<file path="src/rtl/pipa_pulse_source.sv">
// PIPA pulse transmitter: drains a signed per-axis backlog as plus/minus pulses,
// at most one pulse per axis per PIPSAM_ sample window, with an optional idle gap.
module pipa_pulse_source #(
  parameter int CW  = 8,
  parameter int GAP = 0
) (
  input  logic                 CLOCK,
  input  logic                 rst,
  input  logic                 PIPSAM_,
  input  logic                 LOAD,
  input  logic [1:0]           AXIS,
  input  logic signed [CW-1:0] DV,
  output logic                 PIPAXp,
  output logic                 PIPAXm,
  output logic                 PIPAYp,
  output logic                 PIPAYm,
  output logic                 PIPAZp,
  output logic                 PIPAZm,
  output logic                 PIPAXp_,
  output logic                 PIPAXm_,
  output logic                 PIPAYp_,
  output logic                 PIPAYm_,
  output logic                 PIPAZp_,
  output logic                 PIPAZm_,
  output logic                 IDLE,
  output logic                 OVF
);

  localparam int GW = (GAP > 0) ? $clog2(GAP + 1) : 1;
  localparam logic signed [CW+1:0] MAXV = {3'b000, {(CW-1){1'b1}}};
  localparam logic signed [CW+1:0] MINV = {3'b111, {(CW-1){1'b0}}};

  logic                 psam_q;
  logic                 win_end;
  logic signed [CW-1:0] bl_q   [3];
  logic signed [CW-1:0] bl_d   [3];
  logic [GW-1:0]        gap_q  [3];
  logic [GW-1:0]        gap_d  [3];
  logic signed [CW+1:0] step   [3];
  logic signed [CW+1:0] sum    [3];
  logic [2:0]           p_q, p_d, m_q, m_d;
  logic                 ovf_q, ovf_d;

  always_comb begin
    win_end = ~psam_q & PIPSAM_;
    ovf_d   = ovf_q;
    p_d     = p_q;
    m_d     = m_q;
    for (int a = 0; a < 3; a++) begin
      gap_d[a] = gap_q[a];
      step[a]  = '0;
      if (win_end) begin
        p_d[a] = 1'b0;
        m_d[a] = 1'b0;
        // A window carrying a pulse always ends in a deasserted window, so
        // polarity can never flip back-to-back.
        if (!(p_q[a] || m_q[a])) begin
          if (gap_q[a] != '0) begin
            gap_d[a] = gap_q[a] - 1'b1;
          end else if (bl_q[a] > 0) begin
            p_d[a]   = 1'b1;
            step[a]  = 1;
            gap_d[a] = GW'(GAP);
          end else if (bl_q[a] < 0) begin
            m_d[a]   = 1'b1;
            step[a]  = -1;
            gap_d[a] = GW'(GAP);
          end
        end
      end
      sum[a] = {{2{bl_q[a][CW-1]}}, bl_q[a]} - step[a];
      if (LOAD && (AXIS == a[1:0])) begin
        sum[a] = sum[a] + {{2{DV[CW-1]}}, DV};
      end
      if (sum[a] > MAXV) begin
        bl_d[a] = MAXV[CW-1:0];
        ovf_d   = 1'b1;
      end else if (sum[a] < MINV) begin
        bl_d[a] = MINV[CW-1:0];
        ovf_d   = 1'b1;
      end else begin
        bl_d[a] = sum[a][CW-1:0];
      end
    end
  end

  // Edge history resets high so a low PIPSAM_ at release is not a window end.
  always_ff @(posedge CLOCK or posedge rst) begin
    if (rst) begin
      psam_q <= 1'b1;
      p_q    <= '0;
      m_q    <= '0;
      ovf_q  <= 1'b0;
      for (int a = 0; a < 3; a++) begin
        bl_q[a]  <= '0;
        gap_q[a] <= '0;
      end
    end else begin
      psam_q <= PIPSAM_;
      p_q    <= p_d;
      m_q    <= m_d;
      ovf_q  <= ovf_d;
      for (int a = 0; a < 3; a++) begin
        bl_q[a]  <= bl_d[a];
        gap_q[a] <= gap_d[a];
      end
    end
  end

  assign PIPAXp  = p_q[0];
  assign PIPAXm  = m_q[0];
  assign PIPAYp  = p_q[1];
  assign PIPAYm  = m_q[1];
  assign PIPAZp  = p_q[2];
  assign PIPAZm  = m_q[2];
  assign PIPAXp_ = ~p_q[0];
  assign PIPAXm_ = ~m_q[0];
  assign PIPAYp_ = ~p_q[1];
  assign PIPAYm_ = ~m_q[1];
  assign PIPAZp_ = ~p_q[2];
  assign PIPAZm_ = ~m_q[2];

  assign IDLE = (bl_q[0] == '0) && (bl_q[1] == '0) && (bl_q[2] == '0) &&
                (p_q == '0) && (m_q == '0);
  assign OVF  = ovf_q;

endmodule

</file>
<file path="config.mk">
export PLATFORM = sky130hd
export DESIGN_NAME = pipa_pulse_source
export DESIGN_NICKNAME = d
export VERILOG_FILES = /design/src/rtl/pipa_pulse_source.sv
export SDC_FILE = /design/constraint.sdc
export NUM_CORES = 1
export LEC_CHECK = 0
export CAP_MARGIN = 5
export CORE_MARGIN = 1.5
export CORE_UTILIZATION = 65
export DETAILED_ROUTE_END_ITERATION = 10
export HOLD_SLACK_MARGIN = 0.08
export PLACE_DENSITY_LB_ADDON = 0.3
export SLEW_MARGIN = 10
export SYNTH_ARGS = -nofsm -noshare
export SYNTH_HDL_FRONTEND = slang
export SYNTH_SLANG_ARGS = --single-unit
</file>
<file path="constraint.sdc">
create_clock -name CLOCK -period 8.8 [get_ports CLOCK]
set_clock_uncertainty 0.05 [all_clocks]
set_input_delay 1.76 -clock CLOCK [delete_from_list [all_inputs] [get_ports CLOCK]]
set_output_delay 1.76 -clock CLOCK [all_outputs]
set_load 0.02 [all_outputs]
</file>
Word-level counts from Yosys, hierarchy flattened
Index checks and enable logic that the tools add are counted.
{"block": "totals", "reg_bits": 35, "input_bits": 14, "output_inout_bits": 14, "word_cells": 118}
{"block": "classes", "bitwise_logic": 11, "muxes": 54, "n_eq_ne": 2, "n_lt_le_gt_ge": 12, "addsub": 9, "n_reduce_logical": 20}
{"cell": "$mux 10", "count": 18}
{"cell": "$mux 8", "count": 6}
{"cell": "$add 10x10->10", "count": 3}
{"cell": "$gt 10x8->1 const B", "count": 3}
{"cell": "$lt 10x8->1 const B", "count": 3}
{"cell": "$mux 1", "count": 30}
{"cell": "$sub 10x10->10", "count": 3}
{"cell": "$gt 8x1->1 const B", "count": 3}
{"cell": "$logic_not 8->1", "count": 3}
{"cell": "$lt 8x1->1 const B", "count": 3}
{"cell": "$not 1->1", "count": 10}
{"cell": "$logic_and 1x1->1", "count": 7}
{"cell": "$logic_not 3->1", "count": 2}
{"cell": "$reduce_and 2->1", "count": 3}
{"cell": "$reduce_bool 6->1", "count": 1}
{"cell": "$logic_or 1x1->1", "count": 3}
{"cell": "$sub 1x1->1 const B", "count": 3}
{"cell": "$eq 2x1->1 const B", "count": 1}
{"cell": "$eq 2x2->1 const B", "count": 1}
{"cell": "$logic_not 2->1", "count": 1}
{"cell": "$and 1x1->1", "count": 1}

Depth between registers and ports, before layout
Gate-level depths: netlist of the first run.
{"block": "logic_depth", "word_depth": 16, "depth_mapped": 21, "mapped_depth_nobuf": 21}

Worst setup path after synthesis of the first run
OpenSTA, ideal clock, no wires.
{"block": "synth_timing", "kind": "input to register", "start": "input port PIPSAM_", "end": "register ovf_q (netlist: OVF)", "setup_slack_ps": 3271, "arrival_time_ps": 5408, "t_required_ps": 8678, "path_buffers": 1, "setup_time_ps": 72, "cell_stages": 17, "cell_sequence": "nor2b_1 -> clkbuf_1 -> nand3_1 -> ha_1 -> nor2b_1 -> o31a_1 -> o21a_1 -> nor2_1 -> xnor2_1 -> ha_1 -> a21o_1 -> o41ai_1 -> xnor2_1 -> nor3_1 -> a311o_1 -> nor2b_1 -> nand4b_1"}
{"block": "synth_between", "elab_chain_cells": 11, "word_cells_on_any_way": 25, "classes_between": "add/sub: 6; order compare: 6; mux: 11; bitwise: 1; reduce/logical: 1"}
{"item": "from (decl)", "line": "9", "source": "input logic PIPSAM_,"}
{"item": "$and 1x1->1 (*)", "line": "45", "source": "win_end = ~psam_q & PIPSAM_;"}
{"item": "$mux 10", "line": "52", "source": "if (win_end) begin"}
{"item": "$sub 10x10->10", "line": "71", "source": "sum[a] = {{2{bl_q[a][CW-1]}}, bl_q[a]} - step[a];"}
{"item": "$add 10x10->10", "line": "73", "source": "sum[a] = sum[a] + {{2{DV[CW-1]}}, DV};"}
{"item": "$mux 10", "line": "72", "source": "if (LOAD && (AXIS == a[1:0])) begin"}
{"item": "$gt 10x8->1", "line": "75", "source": "if (sum[a] > MAXV) begin"}
{"item": "$mux 1", "line": "75"}
{"item": "$mux 1", "line": "78", "source": "end else if (sum[a] < MINV) begin"}
{"item": "$mux 1", "line": "75"}
{"item": "$mux 1", "line": "78"}
{"item": "$mux 1", "line": "75"}
{"item": "to (signal assigned)", "line": "102", "source": "ovf_q <= ovf_d;"}
{"item": "to (decl)", "line": "42", "source": "logic ovf_q, ovf_d;"}
Mark *: on every way between the ends. The rest lies on a longest branch, timed or not.
A chain may end at the register's enable or synchronous reset.

Worst setup path in the final report of the first run
Same ends and word-level chain as after synthesis.

==> metrics, run 1 <==
status=complete, no violations; post-synth top area share=0.200; Worst EP arrival=6990 ps; most common flop cell mapped by yosys=dfrtp_1; Placed Instance Area=4200 sq um; leading post-synthesis cells by cell area=dfrtp_1 20%, ha_1 17%, o21ai_0 7.0%; Vias=3,706; Max Cap Viol=0; routability cong.=1.02; top cell type by total area after synthesis=dfrtp_1; input/output buffers=27; H-tree levels=2; initial core utilization=0.686; Crit Path Max Fanout=15; Synth cell types=53; busiest grt layer=met2; Placement Setup Slack=1730 ps; Mapped Cells=489; Slew Viols, Final=0; post-route ant nets=0; sequential-to-total area share from yosys stat=0.207; die area=6430 sq um; Die Width=80.2 um; TritonCTS Buffers=5; Post-Route WL=9600 um; RSZ-0062 raised after global routing=false; Final Hold Viols=0; # IOs=28; layout cells sized above 1=0.0291; vias per cell=6.30; endpoint class of the critical path=register; met3 Use GR=0.0409; vias in the first global route=3,548; Seq. cell area=802 sq um; dpl cells=580; kind of critical path=input port to register; synthesized area=3870 sq um; DRT Pass-1 Iters=7; #FFs+latches synth=32; Post-CTS Hold Buffers=0; area grow syn2layout=10.7%; startpoint types=input port; clock root buffer=clkbuf_8; post-CTS setup buffer count=0; yosys warns=0; clk buf depth=2; share of flip-flops with an asynchronous set or reset=1.00; largest net degree at the start of global routing=33; worst hold path type=register to register; footprint of the multi-input gates=2900 sq um; Die Y=80.2 um; CTS tree=yes; # DRC=0; Sink Count=32; worst-margin pin slew=1020 ps; first-pass GRT wire length=16,100 um; initial antenna violation count=0; core outline area=5640 sq um; diode count=0; clk_lat worst skew=280 ps; Post-synth EDFFs=0; fillcell total=403; total track usage=0.319; CP required=8900 ps; M2 GR Usage=0.550; hpwl dp=7650 um; final worst slack=1910 ps; # setup viols final=0; crit share post-route=0.783; std cell rows=27; slew margin rel.=0.314; syn_area_per_cell=7.92 sq um; Non-Filler Instances=588; final setup TNS=0 ps; DR iter-0 viols=206; Syn Nets=562; CTS resizes=0; fmax=145 MHz; clk slew on worst S/H paths=70 ps; fin area=4290 sq um; Layout Nets=588; met1 global-route usage=0.415; final period demand of the worst path=6890 ps; routed len/inst=16.3 um; GR Overflow Total=0
==> registers in the layout (all words and copies together) (netlist names) <==
register  count
bl_q         24
m_q           3
p_q           3
OVF           1
psam_q        1
==> cell usage after synthesis, types with 4 or more instances <==
cell type and number:
nand4_1 4, o31a_1 6, clkbuf_1 7, dfrtp_1 31, or3_1 4, nor3b_1 5, o21ai_0 54, o21a_1 11
xnor2_1 25, nand2_1 23, nor2b_1 20, a211oi_1 4, a21o_1 11, nand3_1 17, nand2b_1 7, xor2_1 7
nor4_1 8, nor2_1 49, mux2i_1 4, fa_1 6, nor3_1 10, a21oi_1 42, inv_1 35, ha_1 53
==> placed cells by master, fill, tap and decap left out, drive strengths merged, types with 6 or more instances in the layout <==
master,instances
clkbuf,7
a21o,11
dfrtp,31
clkdlybuf4s50,27
xor2,7
nor3,10
nand3,17
nand2b,7
nor3b,6
nor4,8
nor2b,20
o21ai,54
o21a,11
inv,35
a21oi,42
ha,53
fa,6
xnor2,25
nand2,23
o31a,6
nor2,49
==> per-stage QoR <==
stage / hold WS [ps] / util
finish: 505 / 0.760
global route: 529 / 0.760
CTS: 506 / 0.760
detailed placement: 502 / 0.745
global placement: 482 / 0.745
floorplan: 427 / -
==> final timing paths <==
| kind | to | cells past startpoint | slack, ps | start |
|---|---|---|---|---|
| max | OVF | 18 | 1910 | PIPSAM_ |
| min | p_q[0] | 1 | 500 | bl_q[23] |
| max reg2reg | OVF | 17 | 3530 | psam_q |
| min reg2reg | p_q[0] | 1 | 500 | bl_q[23] |
| max in group asynchronous | psam_q | 3 | 6560 | rst |
| min in group asynchronous | bl_q[1] | 3 | 1810 | rst |
==> critical path: stages <==
cell and delay [ps]:
clkdlybuf4s50_1 470, nor2b_1 560, nand3_1 480, ha_1 480, nor2b_1 150, o21ai_0 200, a21oi_1 120, nor2_1 130
xnor2_1 160, ha_1 330, a21oi_1 330, a21oi_1 110, a21o_1 180, nor4_1 200, nor3_1 100, xnor2_1 810
mux2i_1 310, nand4b_1 120
==> routing by layer <==
metal / vias up / routed length, um
met3: 18 / 492
met5: - / 0
met4: 0 / 192
met2: 118 / 4550
li1: 1820 / -
met1: 1750 / 4370
==> cells by family after synthesis <==
logic type	count (synthesis)	share of synthesized area
AOI/OAI and AO/OA	155	0.247
DFF	32	0.207
muxes	5	0.0132
xor gates and xnor gates	32	0.0724
adders and majority gates	59	0.202
buffers and inverters	44	0.0433
and+or+nand+nor	162	0.215
==> final cells by class <==
type / instances / share of cell area
Clock buffer: 7 / 0.0178
Clock inverter: 1 / 0.00117
Inverter: 35 / 0.0307
Multi-Input combinational cell: 413 / 0.677
Sequential cell: 32 / 0.187
Tap cell: 72 / 0.0210
Timing Repair Buffer: 28 / 0.0648
Power of run 1 is left out: the tool's default activity adds up to more than one toggle a clock period on the data nets, which glitch-free logic cannot reach.
==> inputs of run 2 (changes only) <==
- CORE_UTILIZATION: 65 -> 55
- clock period: 8.8 -> 5.8 ns (I/O delays scaled with it)
==> metrics, run 2 (synthesis results as in run 1) <==
status=complete, no violations; Sink Count=32; final setup TNS=0 ps; hpwl dp=7770 um; H-tree levels=2; GR Overflow Total=0; initial core utilization=0.570; core outline area=6790 sq um; max FFs per register=24; post-CTS setup buffer count=0; TritonCTS Buffers=5; DR iter-0 viols=203; Post-CTS Hold Buffers=0; Vias=3,648; final period demand of the worst path=5420 ps; Worst EP arrival=5510 ps; std cell rows=30; # setup viols final=0; Hold Startpoint=bl_q[23]; clk buf depth=2; layout cells sized above 1=0.0482; total track usage=0.273; Crit Path Max Fanout=12; commonest non-fill, non-tap cell in the layout=o21ai_0; # IOs=28; worst r2r src=bl_q[7]; Placement Setup Slack=23.4 ps; final worst slack=380 ps; Layout Nets=591; Max Cap Viol=0; initial antenna violation count=0; slew margin rel.=0.320; area grow syn2layout=14.0%; largest net degree at the start of global routing=33; vias in the first global route=3,512; CP required=5890 ps; input/output buffers=27; routability cong.=0.906; Worst Setup SP=PIPSAM_; clk slew on worst S/H paths=60 ps; Largest Register=bl_q; endpoint class of the critical path=register; fmax=184 MHz; dpl cells=607; vias per cell=5.93; Largest regs=bl_q: 24 flops, m_q: 3 flops, p_q: 3 flops; # DRC=0; first-pass GRT wire length=16,200 um; crit share post-route=0.935; startpoint types=input port; RSZ-0062 raised after global routing=false; diode count=0; Die Y=86.9 um; DRT Pass-1 Iters=5; Slew Viols, Final=0; Non-Filler Instances=615; worst-margin pin slew=1020 ps; routed len/inst=15.7 um; commonest non-fill, non-tap cells in the layout=54 x o21ai_0, 53 x ha_1, 49 x nor2_1; post-route ant nets=0; Final Hold Slack=520 ps; worst hold path type=register to register; die area=7550 sq um; Post-Route WL=9660 um; kind of critical path=input port to register; clock root buffer=clkbuf_8; CTS tree=yes; Final Hold Viols=0; clk_lat worst skew=290 ps; Die Width=86.9 um
[run 2: changes by cell type in the layout (fill, tap and decap cells not counted), sizes merged]
cell,change
clkinv,-1
bufinv,+1
buf,+3
[run 2: final cells by class]
class,instances,area (sq um)
Inverter,35,131
Timing Repair Buffer,31,300
Fill cell,575,2380
Sequential cell,32,802
Clock buffer,7,96.3
Tap cell,96,120
Multi-Input combinational cell,413,2930
Clock inverter,1,30.0
[run 2: routing by layer]
layer / wire length (um) / track usage / vias up
met1: 4220 / 0.344 / 1696
met4: 298 / 0.0865 / 0
met3: 488 / 0.0445 / 24
li1: - / - / 1826
met2: 4660 / 0.475 / 102
met5: 0 / 0 / -
[run 2: worst paths after layout]
path / to / slack [ps] / depth (start not counted)
setup reg to reg: OVF / 1140 / 20
min in group asynchronous: p_q[2] / 1200 / 3
hold / removal: p_q[0] / 520 / 1
setup / recovery: OVF / 380 / 19
max in group asynchronous: psam_q / 4170 / 3
hold reg to reg: p_q[0] / 520 / 1
[run 2: what timing repair did]
action / 4_1_cts / 5_1_grt
setup endpoints to repair: 0 / 18
gates resized for setup: 0 / 6
hold endpoints to repair: 0 / 0
[run 2: stage by stage]
step / utilization / cell area, sq um
global route: 0.650 / 4410
global placement: 0.627 / 4260
finish: 0.650 / 4410
detailed placement: 0.627 / 4260
floorplan: - / 3870
CTS: 0.645 / 4380
[run 2: worst max-delay path, cell delays in order]
cell and delay, ps:
clkdlybuf4s50_1 480, nor2b_1 150, buf_4 200, nand3_2 240, ha_1 420, nor2b_1 150
o21ai_0 190, a21oi_1 110, nor2_1 120, xnor2_1 150, ha_1 330, a21oi_1 310
a21oi_1 110, a21o_1 170, o31a_1 230, nor3_1 340, xnor2_2 230, mux2i_1 290
nand4b_1 130
Power of run 2 is left out for the same reason.
==> inputs of run 3 (changes only) <==
- PLACE_DENSITY: unset -> 0.78
- PLACE_DENSITY_LB_ADDON: 0.3 -> unset
==> metrics, run 3 (synthesis results as in run 1) <==
status=complete, no violations; metal1 wirelength=4680 um; startpoint types=input port; Slew Viols, Final=0; Die Y=86.9 um; Largest Register=bl_q; Die Width=86.9 um; worst hold path type=register to register; clock root buffer=clkbuf_8; initial antenna violation count=0; Final Hold Slack=517 ps; Crit Path Max Fanout=12; # DRC=0; first-pass GRT wire length=16,600 um; die area=7550 sq um; Sink Count=32; layout cells sized above 1=0.0424; crit share post-route=0.926; DR iter-0 viols=196; input/output buffers=27; final period demand of the worst path=5370 ps; slew margin rel.=0.465; diode count=0; clk_lat worst skew=290 ps; vias per cell=5.97; routed len/inst=16.0 um; vias in the first global route=3,465; hpwl dp=8030 um; # IOs=28; commonest non-fill, non-tap cells in the layout=54 x o21ai_0, 53 x ha_1, 49 x nor2_1; DRT Pass-1 Iters=5; area grow syn2layout=13.2%; clk buf depth=2; std cell rows=30; commonest non-fill, non-tap cell in the layout=o21ai_0; total track usage=0.281; Post-Route WL=9860 um; initial core utilization=0.570; Final Hold Viols=0; endpoint class of the critical path=register; CTS tree=yes; worst-margin pin slew=800 ps; TritonCTS Buffers=5; routability cong.=0.995; CP Cell Sequence=clkdlybuf4s50_1 -> nor2b_1 -> buf_4 -> nand3_1 -> ha_1 -> nor2b_1 -> o21ai_0 -> a21o_1 -> nand2_1 -> nor2_1 -> xnor2_1 -> ha_1 -> nor2_1 -> o211a_1 -> o31ai_1 -> xnor2_1 -> nor2_1 -> xnor2_1 -> and2_0 -> o21ai_0; kind of critical path=input port to register; uppermost layer routed=met4; post-route ant nets=0; Vias=3,672; Crit path largest cell delay=480 ps; largest net degree at the start of global routing=33; GR Overflow Total=0; fmax=186 MHz; Worst EP arrival=5460 ps; Max Cap Viol=0; fin util=0.645; fillcell total=622; met3 wire length=456 um; Largest regs=bl_q: 24 flops, m_q: 3 flops, p_q: 3 flops; CP max-delay cell=clkdlybuf4s50_1; max FFs per register=24; H-tree levels=2; # setup viols final=0; Layout Nets=591; met2 wire len=4450 um; core outline area=6790 sq um; RSZ-0062 raised after global routing=false; clk slew on worst S/H paths=70 ps; CP required=5890 ps; post-CTS setup buffer count=0
## run 3: cell count changes in the layout (fill, tap and decap cells not counted), sizes merged
cell and change:
clkbuf -1, clkinv +1
## run 3: area by class of cell
cell class	instances	area (sq um)	area share
Clock buffer	6	72.6	0.0166
Tap cell	96	120	0.0274
Sequential cell	32	802	0.183
Clock inverter	2	35.0	0.00800
Multi-Input combinational cell	413	2920	0.666
Timing Repair Buffer	31	300	0.0685
Inverter	35	131	0.0300
## run 3: path summary, 6_finish.rpt
check,start,cells past startpoint,end,slack [ps]
worst min-delay path,bl_q[23],1,p_q[0],520
worst min register to register,bl_q[23],1,p_q[0],520
worst max register to register,bl_q[10],21,bl_q[9],1080
worst max-delay path,PIPSAM_,20,bl_q[9],430
max in group asynchronous,rst,3,psam_q,4160
min in group asynchronous,rst,3,bl_q[8],1210
## run 3: through the flow
step           instances  area [sq um]  TNS, ps  worst slack (ps)
2_1_floorplan        489          3870        0               871
3_3_place_gp         607          4260        0               110
3_5_place_dp         607          4260    -27.1             -18.0
4_1_cts              615          4360        0               268
5_1_grt              615          4380        0              38.0
6_report             615          4380        0               430
## run 3: worst max-delay path, delay by kind of cell
family	cells	cell delay (ps)
fa+ha+maj	2	650
xor+xnor	3	650
buf+inv	2	670
compound gates	5	1160
simple gates	8	1160
## run 3: routing by layer
metal,vias to the layer above,track usage
li1,1833,-
met5,-,0
met2,105,0.445
met4,0,0.0997
met1,1711,0.387
met3,23,0.0445
## run 3: what timing repair did
item / in CTS / in global routing
setup endpoints to repair: 0 / 12
hold buffers: 0 / 0
resized for setup: 0 / 3
hold endpoints to repair: 0 / 0
Power of run 3 is left out for the same reason.
